<file path="config.mk">
export PLATFORM = sky130hd
export DESIGN_NAME = seq_rf_wb_arb_scoreboard
export DESIGN_NICKNAME = d
export VERILOG_FILES = /design/src/rtl/seq_rf_wb_arb_scoreboard.sv
export SDC_FILE = /design/constraint.sdc
export NUM_CORES = 1
export LEC_CHECK = 0
export BUFFER_PORTS_ARGS = -buffer_cell sky130_fd_sc_hd__buf_2
export CAP_MARGIN = 15
export CORE_AREA = 5 5 52 54
export CTS_BUF_LIST = sky130_fd_sc_hd__clkbuf_4 sky130_fd_sc_hd__clkbuf_8 sky130_fd_sc_hd__clkbuf_16
export DETAILED_ROUTE_END_ITERATION = 12
export DIE_AREA = 0 0 57 59
export PLACE_DENSITY = 0.82
export SETUP_SLACK_MARGIN = 0.2
export SLEW_MARGIN = 10
export SYNTH_ARGS = -nofsm -noshare
export SYNTH_HDL_FRONTEND = slang
export SYNTH_SLANG_ARGS = --single-unit
</file>
<file path="constraint.sdc">
create_clock -name clk -period 1.5 [get_ports clk]
set_clock_uncertainty 0.15 [all_clocks]
set_input_delay 0.15 -clock clk [delete_from_list [all_inputs] [get_ports clk]]
set_output_delay 0.15 -clock clk [all_outputs]
set_load 0.05 [all_outputs]
</file>
<file path="src/rtl/seq_rf_wb_arb_scoreboard.sv">
// seq_rf_wb_arb_scoreboard
// Writeback arbiter and per-register pending-bit scoreboard sitting in front of
// an 8 x 8-bit register file (1 write port, 2 read ports, register 0 reads as 0).
// Two writeback requesters share the single write port; two read-port operand
// checks report whether their register is still waiting on a producer.
//
// Build option: define SEQ_RF_WB_ARB_ROUND_ROBIN_EN for round-robin arbitration
// on a conflict. Without it, requester 0 always wins a conflict and no priority
// pointer exists.
//
// Handshake: a requester raises wbN_val with wbN_addr/wbN_data and keeps all
// three stable until it sees wbN_rdy high; the writeback transfers in the
// cycle where val && rdy. rdy is combinational and may depend on the other
// requester's val. During reset rdy is held low, so nothing is accepted and
// the requester simply keeps retrying.
module seq_rf_wb_arb_scoreboard (
  input  logic       clk,
  input  logic       reset_n,
  input  logic       alloc_en,
  input  logic [2:0] alloc_addr,
  input  logic       wb0_val,
  output logic       wb0_rdy,
  input  logic [2:0] wb0_addr,
  input  logic [7:0] wb0_data,
  input  logic       wb1_val,
  output logic       wb1_rdy,
  input  logic [2:0] wb1_addr,
  input  logic [7:0] wb1_data,
  output logic       write_en,
  output logic [2:0] write_addr,
  output logic [7:0] write_data,
  input  logic [2:0] check_addr0,
  output logic       check_stall0,
  input  logic [2:0] check_addr1,
  output logic       check_stall1
);

  // One bit per register: set while a producer is outstanding.
  logic [7:0] pending;
  logic [7:0] pending_nxt;

  logic       grant0;
  logic       grant1;
  logic       any_grant;
  logic [2:0] sel_addr;
  logic [7:0] sel_data;

`ifdef SEQ_RF_WB_ARB_ROUND_ROBIN_EN
  // Index of the requester that wins the next conflict.
  logic       ptr;
`endif

  // Arbitration: a lone requester always wins; a conflict goes to the
  // priority holder. Nothing is granted while reset is asserted.
  always_comb begin
    grant0 = 1'b0;
    grant1 = 1'b0;
    if (reset_n) begin
      if (wb0_val && wb1_val) begin
`ifdef SEQ_RF_WB_ARB_ROUND_ROBIN_EN
        grant0 = ~ptr;
        grant1 = ptr;
`else
        grant0 = 1'b1;
`endif
      end else begin
        grant0 = wb0_val;
        grant1 = wb1_val;
      end
    end
  end

  assign wb0_rdy   = grant0;
  assign wb1_rdy   = grant1;
  assign any_grant = grant0 | grant1;

  // Write-port mux: the granted requester's address/data, zero when idle.
  always_comb begin
    sel_addr = 3'd0;
    sel_data = 8'd0;
    if (grant0) begin
      sel_addr = wb0_addr;
      sel_data = wb0_data;
    end else if (grant1) begin
      sel_addr = wb1_addr;
      sel_data = wb1_data;
    end
  end

  // Register 0 is hardwired, so a writeback there is accepted but dropped.
  assign write_en   = any_grant && (sel_addr != 3'd0);
  assign write_addr = sel_addr;
  assign write_data = sel_data;

  // Scoreboard next state: writeback clears, allocation sets and wins a tie.
  always_comb begin
    pending_nxt = pending;
    if (any_grant) begin
      pending_nxt[sel_addr] = 1'b0;
    end
    if (alloc_en && (alloc_addr != 3'd0)) begin
      pending_nxt[alloc_addr] = 1'b1;
    end
    pending_nxt[0] = 1'b0;
  end

  // Scoreboard register; cleared at once by reset.
  always_ff @(posedge clk or negedge reset_n) begin
    if (!reset_n) begin
      pending <= 8'd0;
    end else begin
      pending <= pending_nxt;
    end
  end

`ifdef SEQ_RF_WB_ARB_ROUND_ROBIN_EN
  // Priority pointer: after a grant the other requester gets the next conflict.
  always_ff @(posedge clk or negedge reset_n) begin
    if (!reset_n) begin
      ptr <= 1'b0;
    end else if (grant0) begin
      ptr <= 1'b1;
    end else if (grant1) begin
      ptr <= 1'b0;
    end
  end
`endif

  // Operand stall: register 0 never stalls, and a same-cycle write to the
  // operand is forwarded by the register file, so only an outstanding
  // producer with no write this cycle holds the read back.
  always_comb begin
    check_stall0 = 1'b0;
    check_stall1 = 1'b0;
    if (reset_n) begin
      if ((check_addr0 != 3'd0) && !(write_en && (write_addr == check_addr0))) begin
        check_stall0 = pending[check_addr0];
      end
      if ((check_addr1 != 3'd0) && !(write_en && (write_addr == check_addr1))) begin
        check_stall1 = pending[check_addr1];
      end
    end
  end

endmodule

</file>
==> reports/qor.csv <==
metric,value,unit
crit_arrival,1700,ps
n_antenna_cell,0,
synth_fp_nets,113,
start_util,35.3,%
p_leak,0.810,nW
cts_buffer_depth,2,
failed_checks,negative setup slack,
grt-ovfl-total,0,
report.final.slew_viol_count,0,
die_x,57,µm
ff2ff_setup_slack,500,ps
hold_path.class,in -> reg,
drv_cap,0,
antenna_found_initial,0,
critPathRequiredTime,1200,ps
hold_ws,98.8,ps
placed_cells_incl_taps,170,
ant_nets,0,
synth_area,766,µm²
io_buffers,51,
synth-seq-cells,7,
cts.clk_slew.worst_paths,50,ps
netSwitchingFraction,39.1,%
cp_num_cells,6,
crit_family,multiplexers,
num_rows,17,
grt_pass1_vias,1198,
grtUsageMet3,4.58,%
crit_fanout,3,
timing_worst_slew_pin_value,519,ps
p_comb_share,61.9,%
worstSetupEndpointType,output port,
slowest_stage,mux4_2,
critPathLaunch,pending[5],
p_switching,0.000462,W
grt_max_degree,10,
final_util,81.8,%
fmax,0.499,GHz
die_y,59,µm
vdd_drop_max,695,µV
vias_per_cell,5.44,
dieArea,3360,µm²
critical_path_buf_inv_count,2,
yosys_warnings,0,
drc_errors,0,
critPathMaxStageDelay,470,ps
critPathKind,reg -> out,
cp_cell_sequence,mux4_2 -> and2_4 -> o21ai_2 -> buf_4 -> a31oi_4 -> buf_6,
pwr-share-clk,15.7,%
crit_end,check_stall0,
powerDensity,666,nW/µm²
p_total,0.00118,W
largest_reg_flops,7,
drive_above_1_share,75.9,%
grt-busiest-layer,met2,
fin_setup_tns,-1530,ps
reg2regPathDepth,3,
nets,199,
slew_headroom,65.1,%
status,finished with violations,
avgSynthCellArea,9.94,µm²
setup_viol,13,
finalCritPeriodShare,134,%
drtIter0Drc,39,
cts_buffers,3,
final.min_clock_period,2000,ps
ys_types,28,
top_regs,pending: 7 flops,
clkLatencyLatePin,240,ps
met1_usage,20.6,%
synth_cells,77,
wl,3.63,mm
cts_tree,built,
worstSetupStartpointType,register,
ios,52,
regToRegStartpoint,pending[6],
gp_congestion,0.908,
rsz0062_at_grt,yes,
stdcell_count,190,
area_delta_synth_final,132,%
setup_ws,-503,ps
grt_pass1_wl,5.66,mm
internal_power,0.000719,W
gr-usage-all-layers,21.9,%
top_register,pending,
met2_usage,45.0,%
core_area,2170,µm²
cts.sinks,7,
drt_first_pass_iters,5,
place.detailed.hpwl,2.29,mm
finalHoldViolCount,0,
pwr-share-seq,22.4,%
htreeDepth,1,
routedWlPerCell,19.1,µm
vias,1034,
yosysSeqAreaShare,22.9,%
root_buffer,clkbuf_4,
r2r-end,pending[6],
-- per-stage QoR --
stage / area (µm²) / worst slack (ps)
after detailed placement: 1220 / -351
after floorplan: 830 / -235
after global routing: 1770 / -578
final: 1770 / -503
after global placement: 1220 / -313
after CTS: 1680 / -505
-- synthesized netlist by cell type, drive strengths merged --
cell type / instances / area (µm²)
mux2i: 3 / 30.0
o211ai: 1 / 7.51
o31ai: 8 / 65.1
nand2: 3 / 11.3
a22o: 8 / 70.1
mux2: 2 / 22.5
a211oi: 1 / 7.51
nand3: 1 / 5.00
inv: 3 / 11.3
xor2: 2 / 17.5
nor3b: 1 / 7.51
and2: 3 / 21.3
buf: 5 / 37.5
dfrtp: 7 / 175
xnor2: 2 / 17.5
mux4: 2 / 45.0
a31oi: 2 / 12.5
a32oi: 3 / 82.6
nand2b: 4 / 25.0
o21ai: 8 / 40.0
nor2: 4 / 15.0
nor2b: 3 / 33.8
a21oi: 1 / 5.00
-- cell usage in the layout, fill, tap and decap left out, drive strengths merged --
cell type    instances
buf                 82
a22o                 8
o21ai                8
o31ai                8
dfrtp                7
clkbuf               5
nor2                 4
nand2b               4
and2                 3
a32oi                3
nand2                3
mux2i                3
dlygate4sd3          3
nor2b                3
inv                  3
xnor2                2
xor2                 2
mux2                 2
mux4                 2
a31oi                2
nor3b                1
nand3                1
o211ai               1
a21oi                1
a211oi               1
-- cells by family (layout without fill, tap and decap cells) --
family / after synthesis / in the layout / synth area share, %
AOI/OAI and AO/OA: 32 / 32 / 37.9
xor gates and xnor gates: 4 / 4 / 4.58
DFF: 7 / 7 / 22.9
buffers and inverters: 8 / 93 / 6.37
muxes: 7 / 7 / 12.7
and+or+nand+nor: 19 / 19 / 15.5
-- power by group through the flow --
stage / logic, W / clock network (W) / registers (W)
2_1_floorplan: 0.000320 / 0 / 0.000249
3_3_place_gp: 0.000489 / 0 / 0.000252
3_5_place_dp: 0.000501 / 0 / 0.000259
4_1_cts: 0.000670 / 0.000198 / 0.000257
5_1_grt: 0.000769 / 0.000207 / 0.000266
6_report: 0.000731 / 0.000185 / 0.000264
-- worst min-delay path: stages --
cell and delay (ps):
buf_2 100, nand2_1 130, o31ai_1 80
-- how the worst min path moves through the flow --
stage,to,from,cells after the start
CTS,pending[2],alloc_addr[1],3
global route,pending[5],alloc_en,3
finish,pending[2],alloc_addr[1],3
detailed placement,pending[4],reset_n,3
floorplan,pending[1],reset_n,0
global placement,pending[2],reset_n,3
-- cell type report --
class | count | area, µm²
Timing Repair Buffer | 86 | 763
Sequential cell | 7 | 175
Fill cell | 123 | 395
Inverter | 3 | 23.8
Multi-Input combinational cell | 62 | 747
Clock buffer | 4 | 30.0
Tap cell | 28 | 35.0
-- what timing repair did --
action	4_1_cts	5_1_grt
cloned	1	0
hold buffers	3	0
endpoints found under the hold margin	8	0
pin swaps	10	10
buffers inserted	8	4
setup endpoints to repair	22	22
gates resized for setup	83	18
-- per-layer routing --
layer	wire (µm)	part of all wire (%)
met5	0	0
met4	140	3.9
met3	275	7.6
met2	2070	57
met1	1140	31
No activity file was read; power rests on OpenSTA's default activity.
